File: src/rtl/ahb_lite_master_arbiter.sv
// ahb_lite_master_arbiter
//   Shares one AHB-Lite slave-side bus between two masters: master 0 is the
//   data adapter and master 1 is the instruction adapter. The granted master
//   drives the address phase. The previous owner drives the data phase. Each
//   master's hready is gated so that a master without the grant never sees
//   its transfer accepted. Per-master accepted-transfer counters are kept for
//   performance monitoring.
//
// Parameters
//   RR_EN  1: round-robin on contention, 0: fixed priority (master 0 first)
//   CNT_W  width of the transfer counters
//
// Ports
//   hclk_i, hreset_i             clock, async active-high reset
//   mN_h*_i                      master N request, address phase and wdata
//   mN_hgrant_o                  master N owns the address phase
//   mN_hready_o                  hready gated by ownership
//   mN_hrdata_o, mN_hresp_o      broadcast read data and response
//   h*_o (address phase)         slave-side address phase from the owner
//   hwdata_o                     slave-side write data from the data-phase owner
//   hready_i, hrdata_i, hresp_i  slave-side response
//   hmaster_o                    current address-phase owner
//   cnt_clr_i                    synchronous clear of both counters
//   mN_xfer_cnt_o                saturating accepted-transfer counters
//
// Owner FSM
//   state   | meaning
//   OWN_M0  | master 0 owns the address phase (reset / parked default)
//   OWN_M1  | master 1 owns the address phase
module ahb_lite_master_arbiter #(
  parameter int RR_EN = 1,
  parameter int CNT_W = 16
) (
  input  logic             hclk_i,
  input  logic             hreset_i,
  input  logic             m0_hbusreq_i,
  input  logic [31:0]      m0_haddr_i,
  input  logic [1:0]       m0_htrans_i,
  input  logic             m0_hwrite_i,
  input  logic [2:0]       m0_hsize_i,
  input  logic [2:0]       m0_hburst_i,
  input  logic [3:0]       m0_hprot_i,
  input  logic             m0_hmastlock_i,
  input  logic [31:0]      m0_hwdata_i,
  output logic             m0_hgrant_o,
  output logic             m0_hready_o,
  output logic [31:0]      m0_hrdata_o,
  output logic             m0_hresp_o,
  input  logic             m1_hbusreq_i,
  input  logic [31:0]      m1_haddr_i,
  input  logic [1:0]       m1_htrans_i,
  input  logic             m1_hwrite_i,
  input  logic [2:0]       m1_hsize_i,
  input  logic [2:0]       m1_hburst_i,
  input  logic [3:0]       m1_hprot_i,
  input  logic             m1_hmastlock_i,
  input  logic [31:0]      m1_hwdata_i,
  output logic             m1_hgrant_o,
  output logic             m1_hready_o,
  output logic [31:0]      m1_hrdata_o,
  output logic             m1_hresp_o,
  output logic [31:0]      haddr_o,
  output logic [1:0]       htrans_o,
  output logic             hwrite_o,
  output logic [2:0]       hsize_o,
  output logic [2:0]       hburst_o,
  output logic [3:0]       hprot_o,
  output logic             hmastlock_o,
  output logic [31:0]      hwdata_o,
  input  logic             hready_i,
  input  logic [31:0]      hrdata_i,
  input  logic             hresp_i,
  output logic             hmaster_o,
  input  logic             cnt_clr_i,
  output logic [CNT_W-1:0] m0_xfer_cnt_o,
  output logic [CNT_W-1:0] m1_xfer_cnt_o
);

  typedef enum logic {
    OWN_M0 = 1'b0,
    OWN_M1 = 1'b1
  } owner_t;

  localparam logic [CNT_W-1:0] CNT_MAX = '1;
  localparam logic [CNT_W-1:0] CNT_ONE = CNT_W'(1);

  owner_t           r_owner;
  owner_t           r_dp_owner;
  owner_t           r_last;
  owner_t           w_owner_nxt;
  owner_t           w_last_nxt;
  logic             w_handover;
  logic             w_xfer;
  logic [CNT_W-1:0] r_cnt0;
  logic [CNT_W-1:0] r_cnt1;

  // Owner, data-phase owner and round-robin history. All three freeze
  // while the slave inserts wait states.
  always_ff @(posedge hclk_i or posedge hreset_i) begin
    if (hreset_i) begin
      r_owner    <= OWN_M0;
      r_dp_owner <= OWN_M0;
      r_last     <= OWN_M1;
    end else if (hready_i) begin
      r_owner    <= w_owner_nxt;
      r_dp_owner <= r_owner;
      r_last     <= w_last_nxt;
    end
  end

  always_comb begin
    w_owner_nxt = r_owner;
    w_last_nxt  = r_last;
    // Handover only when the owner leaves nothing outstanding after this
    // edge: no NONSEQ/SEQ being accepted and no locked sequence.
    w_handover  = hready_i & ~htrans_o[1] & ~hmastlock_o;
    if (w_handover) begin
      unique case ({m1_hbusreq_i, m0_hbusreq_i})
        2'b01: w_owner_nxt = OWN_M0;
        2'b10: w_owner_nxt = OWN_M1;
        2'b11: begin
          if (RR_EN != 0) begin
            w_owner_nxt = (r_last == OWN_M0) ? OWN_M1 : OWN_M0;
            w_last_nxt  = w_owner_nxt;
          end else begin
            w_owner_nxt = OWN_M0;
          end
        end
        default: w_owner_nxt = r_owner;  // no request: park on current owner
      endcase
    end
  end

  always_comb begin
    hmaster_o   = r_owner;
    m0_hgrant_o = (r_owner == OWN_M0);
    m1_hgrant_o = (r_owner == OWN_M1);
    m0_hready_o = hready_i & (r_owner == OWN_M0);
    m1_hready_o = hready_i & (r_owner == OWN_M1);
    m0_hrdata_o = hrdata_i;
    m1_hrdata_o = hrdata_i;
    m0_hresp_o  = hresp_i;
    m1_hresp_o  = hresp_i;
    if (r_owner == OWN_M1) begin
      haddr_o     = m1_haddr_i;
      htrans_o    = m1_htrans_i;
      hwrite_o    = m1_hwrite_i;
      hsize_o     = m1_hsize_i;
      hburst_o    = m1_hburst_i;
      hprot_o     = m1_hprot_i;
      hmastlock_o = m1_hmastlock_i;
    end else begin
      haddr_o     = m0_haddr_i;
      htrans_o    = m0_htrans_i;
      hwrite_o    = m0_hwrite_i;
      hsize_o     = m0_hsize_i;
      hburst_o    = m0_hburst_i;
      hprot_o     = m0_hprot_i;
      hmastlock_o = m0_hmastlock_i;
    end
    hwdata_o = (r_dp_owner == OWN_M1) ? m1_hwdata_i : m0_hwdata_i;
  end

  // A transfer is accepted on an edge where the owner presents NONSEQ/SEQ
  // and the slave is ready.
  assign w_xfer = hready_i & htrans_o[1];

  always_ff @(posedge hclk_i or posedge hreset_i) begin
    if (hreset_i) begin
      r_cnt0 <= '0;
      r_cnt1 <= '0;
    end else if (cnt_clr_i) begin
      r_cnt0 <= '0;
      r_cnt1 <= '0;
    end else if (w_xfer) begin
      if (r_owner == OWN_M0) begin
        if (r_cnt0 != CNT_MAX) r_cnt0 <= r_cnt0 + CNT_ONE;
      end else begin
        if (r_cnt1 != CNT_MAX) r_cnt1 <= r_cnt1 + CNT_ONE;
      end
    end
  end

  assign m0_xfer_cnt_o = r_cnt0;
  assign m1_xfer_cnt_o = r_cnt1;

endmodule

File: config.mk
export PLATFORM = sky130hd
export DESIGN_NAME = ahb_lite_master_arbiter
export DESIGN_NICKNAME = d
export VERILOG_FILES = /design/src/rtl/ahb_lite_master_arbiter.sv
export SDC_FILE = /design/constraint.sdc
export NUM_CORES = 1
export LEC_CHECK = 0
export ABC_AREA = 1
export BUFFER_PORTS_ARGS = -buffer_cell sky130_fd_sc_hd__buf_4
export CAP_MARGIN = 20
export CORE_AREA = 2 2 147 149
export CTS_BUF_LIST = sky130_fd_sc_hd__clkbuf_8 sky130_fd_sc_hd__clkbuf_16
export DETAILED_ROUTE_END_ITERATION = 8
export DIE_AREA = 0 0 149 151
export PLACE_DENSITY = 0.51
export SYNTH_ARGS = -nofsm -noshare
export SYNTH_HDL_FRONTEND = slang
export SYNTH_SLANG_ARGS = --single-unit
File: constraint.sdc
create_clock -name hclk_i -period 1.7 [get_ports hclk_i]
set_clock_uncertainty 0.15 [all_clocks]
set_input_delay 0.255 -clock hclk_i [delete_from_list [all_inputs] [get_ports hclk_i]]
set_output_delay 0.255 -clock hclk_i [all_outputs]
set_load 0.01 [all_outputs]
# Yosys cells after proc, flatten, opt, wreduce, memory -nomap -nowiden
# Index checks and enable logic that the tools add are counted.
dict set report op_classes {
  muxes 18
  reduce_logical 9
  eq_ne 6
  n_addsub 2
  bitwise 8
}
# operator n
set ops {}
lappend ops {{$mux W16} 8}
lappend ops {{$mux W32} 2}
lappend ops {{$add A16 B1 Y16 const B} 2}
lappend ops {{$ne A16 B16 Y1 const B} 2}
lappend ops {{$reduce_and A3 Y1} 4}
lappend ops {{$reduce_bool A2 Y1} 4}
lappend ops {{$mux W3} 2}
lappend ops {{$and A1 B1 Y1} 5}
lappend ops {{$eq A2 B2 Y1 const B} 2}
lappend ops {{$mux W4} 1}
lappend ops {{$mux W1} 3}
lappend ops {{$not A1 Y1} 3}
lappend ops {{$pmux W1 S3} 1}
lappend ops {{$reduce_bool A3 Y1} 1}
lappend ops {{$eq A2 B1 Y1 const B} 1}
lappend ops {{$mux W2} 1}
lappend ops {{$ne A2 B2 Y1 const B} 1}
dict set report word_totals {
  input_bits 195
  reg_bits 35
  output_inout_bits 181
}

# Longest topological paths before layout
dict set report depth {
  ltp_word 5
  ltp_mapped 11
  depth_no_buf 10
}

# Least setup slack after synthesis
# OpenSTA, ideal clock, no wires.
dict set report synth_timing {
  kind {register -> register}
  start {register r_cnt0[0] (netlist: m0_xfer_cnt_o[0])}
  end {register r_cnt0[1] (netlist: m0_xfer_cnt_o[1])}
  setup_time_ps 120
  path_stages_with_launch 10
  n_path_buf 0
  period_less_slack_ps 1648
  arrival_time_ps 1379
  path_slack_ps 52
  required_time_ps 1430
  path_cell_list {dfrtp_1 -> ha_1 -> nand2_1 -> nor2_1 -> nand2_1 -> nor2_4 -> nor2_2 -> inv_1 -> nor2_1 -> nor2_1}
}
dict set report synth_between {
  elab_chain_cells 5
  word_cells_on_any_way 8
}
# element line
set synth_lines {}
lappend synth_lines {{from (decl)} 94} ;# logic [CNT_W-1:0] r_cnt0;
lappend synth_lines {{from (signal assigned)} 177} ;# if (r_cnt0 != CNT_MAX) r_cnt0 <= r_cnt0 + CNT_ONE;
lappend synth_lines {{$add A16 B1 Y16} 177}
lappend synth_lines {{$mux W16} 177}
lappend synth_lines {{$mux W16} 176} ;# if (r_owner == OWN_M0) begin
lappend synth_lines {{$mux W16} 175} ;# end else if (w_xfer) begin
lappend synth_lines {{$mux W16} 172} ;# end else if (cnt_clr_i) begin
# Several ways; a longest one is shown, not always the timed one. The select of a mux whose other input is x is not followed.
# A chain may end at the register's enable or synchronous reset.

# Final worst setup path
dict set report layout_timing {
  start {register r_dp_owner}
  end {output port hwdata_o[23]}
}
dict set report layout_between {
  elab_chain_cells 1
}
# element line
set layout_lines {}
lappend layout_lines {{from (decl)} 88} ;# owner_t r_dp_owner;
lappend layout_lines {{from (signal assigned)} 106} ;# r_dp_owner <= r_owner;
lappend layout_lines {{$mux W32} 161} ;# hwdata_o = (r_dp_owner == OWN_M1) ? m1_hwdata_i : m0_hwdata_i;
lappend layout_lines {{to (decl)} 69} ;# output logic [31:0] hwdata_o,
# No other way between the ends.

==> impl_metrics.ini <==
[placement]
placed_cell_area_sq_mm = 0.005943
gp_congestion = 0.7883
dp_slack_ps = -16.60
dp_cells = 1108
port-buffer-count = 276
dpl.hpwl_microns = 14420

[route]
drt-pass1-iter-count = 4
ant_nets = 0
via_per_inst = 4.022
vias = 4581
remaining_drc_errors = 0
postRouteWirelength_microns = 18960
drtIter0Drc = 174
wl_per_cell_microns = 16.65

[grt]
antenna_found_initial = 5
grt_max_degree = 36
grt_pass1_vias = 4226
gr-total-overflow = 0
grt_util_met1 = 0.1694
grt.busiest_layer = met2
grtUsageMet2 = 0.2512
track_usage = 0.1491
grt_first_pass_wirelength_microns = 25030
use_met3 = 0.07048

[final_layout]
drive_above_1_share = 0.5592
multiInputGateArea_sq_mm = 0.002479
final_area_sq_mm = 0.007102
final_common_cell = buf_4
fin_nets = 1058
area_growth_pct = 89.33
finalNonFillerCells = 1139
final_cell_mix = 258 x buf_4, 180 x nand2_1, 73 x nor2_1, 68 x buf_6, 58 x nand2_2
fillers = 2237
seqCellArea_sq_um = 879.6

[outcome]
status = finished with violations
failed_checks = negative setup slack

[die]
die_y_microns = 151
row_count = 53
die_x_microns = 149
ios = 376
dieArea_sq_mm = 0.02250
coreArea_sq_mm = 0.02082
start_util = 0.1801

[setup_path]
crit_buf_inv = 3
rr_worst_depth = 11
r2r_setup_slack_ps = 20
worstPathArrival_ps = 1420
path_class = flip-flop to primary output
crit_path_max_fanout = 8
critPathMostFrequentCell = buf_6
worst-path-stages = 4
crit_chain = buf_6 -> buf_12 -> mux2_4 -> buf_6
startpoint_type = flip-flop
crit_path_top_delay_cell = dfrtp_2
crit_family = flip-flops
cpPeakStageDelay_ps = 420
end_kind = primary output
worst-endpoint-required_ps = 1290
r2r_start = hmaster_o$_DFFE_PP0P_
r2r-end = m0_xfer_cnt_o[3]$_DFFE_PP0P_

[hold_path]
worstHoldStart = m0_hbusreq_i
holdPathStages = 3
min_to = r_last$_DFFE_PP1P_
hp-class = input port to flip-flop

[power_and_ir_drop]
irDropWorstVdd_uv = 543.4
powerDensity_mw_per_mm2 = 1041
power_mw = 7.393
total_leakage_power_nw = 3.800

[synth]
ys_warn_count = 0
syn-num-nets = 796
synth-seq-cells = 35
netlist_instances = 599
synth_largest_area_cell = nand2_1
syn_avg_cell_area_sq_um = 6.262
synthArstFlopShare = 1.000
yosysSeqAreaShare = 0.2338
synth_edf_count = 0
synth_ff_type = dfrtp_1
syn_area_sq_mm = 0.003751
synth_cell_types = 30
synth_top_area_frac = 0.2492
synth_area_leaders = nand2_1 25%, dfrtp_1 23%, buf_4 13%

[flow_run]
cap_violations = 0

[sta]
fmax_ghz = 0.5491
fin_crit_ps = 1821
setup_tns_ps = -5581
finalSetupViolations = 62
period_share = 1.071
relSlewSlack = 0.8040
slew_violations = 0
fin_ws_ps = -121.0
hold_violations = 0
tightest_slew_ps = 292.9
rsz0062_at_grt = true

[clock_tree]
cts_made_buffers = 5
clk_pin_slew_worst_paths_ps = 50
clock_sinks = 35
h-tree-depth = 2
clock_latency_ps = 280
cts_tree = built
cts_buffer_depth = 2
clock_tree.root_cell = clkbuf_16
per-stage QoR:
step,hold slack [ps],utilization
finish,65.55,0.3411
global placement,185.7,0.2854
detailed placement,187.8,0.2854
CTS,99.68,0.3195
floorplan,245.4,-
global route,62.68,0.3408
layer usage:
| layer | vias up | wire length, microns |
|---|---|---|
| met5 | - | 35 |
| met2 | 184 | 9122 |
| met3 | 40 | 2133 |
| met4 | 6 | 365 |
| li1 | 2304 | - |
| met1 | 2047 | 7303 |
cell usage after synthesis (2+ instances only):
cell,count
o21bai_1,2
nand4_1,13
inv_1,43
inv_2,2
a21oi_1,6
nor2_1,76
nor3b_1,2
nand2_2,5
buf_1,6
nand3_1,16
buf_2,6
nor2_4,2
buf_4,67
nand3_2,12
nand2_1,249
mux2_2,32
o21ai_0,2
clkbuf_1,6
buf_6,2
ha_1,2
dfrtp_1,34
xor2_1,4
nor2_2,3
power breakdown:
group / leakage [nW] / switching, mW / internal, mW
Combinational: 3.24 / 2.57 / 3.02
Clock: 0.0776 / 0.353 / 0.527
Sequential: 0.478 / 0.0355 / 0.892
repair_timing:
action	CTS	global route
setup buffers	11	1
endpoints found under the setup margin	81	113
hold endpoints to repair	34	0
cloned	8	3
hold buffers	1	0
resized for setup	70	131
pin swaps	2	12
worst max-delay path by stage:
stage                                  from                           end  slack, ps
4_1_cts              r_dp_owner$_DFFE_PP0P_                  hwdata_o[12]       -130
5_1_grt               hmaster_o$_DFFE_PP0P_                    hprot_o[0]       -160
2_1_floorplan  m0_xfer_cnt_o[0]$_DFFE_PP0P_  m0_xfer_cnt_o[1]$_DFFE_PP0P_         50
6_report             r_dp_owner$_DFFE_PP0P_                  hwdata_o[23]       -120
3_5_place_dp   m1_xfer_cnt_o[0]$_DFFE_PP0P_  m1_xfer_cnt_o[0]$_DFFE_PP0P_        -20
3_3_place_gp   m1_xfer_cnt_o[0]$_DFFE_PP0P_  m1_xfer_cnt_o[0]$_DFFE_PP0P_         20
flip-flops by register name, summed over array words and instances, names as in the netlist:
register and count:
r_dp_owner 1, m0_xfer_cnt_o 16, hmaster_o 1, m1_xfer_cnt_o 16
r_last 1
worst reg2reg max path, stage by stage, from the launching register on:
cell	delay (ps)
dfrtp_2	420
buf_6	140
clkinv_8	60
buf_4	110
nand2_1	50
nand2_2	110
nand2_2	70
nand2_2	80
buf_6	130
nand3_4	120
nand2_2	90
nand2_2	50
kinds of logic (layout without fill, tap and decap cells):
logic type	after synthesis	count (layout)	synth area share
mux	32	32	0.09607
buf+inv	134	397	0.2075
flops	35	35	0.2338
other cells	0	2	0
simple gates	380	380	0.4276
fa+ha+maj	2	2	0.006670
compound gates	11	11	0.01668
xor+xnor	5	5	0.01167
final cells by class:
cell class	instances	area share
repair buffers	342	0.4320
multi-input cells	430	0.3490
flip-flops and latches	35	0.1239
well taps	275	0.04845
inverters	47	0.02678
clock buffers	5	0.01762
clock inverters	3	0.001586
diodes	2	0.0007047
Power figures use the tool's default switching activity.
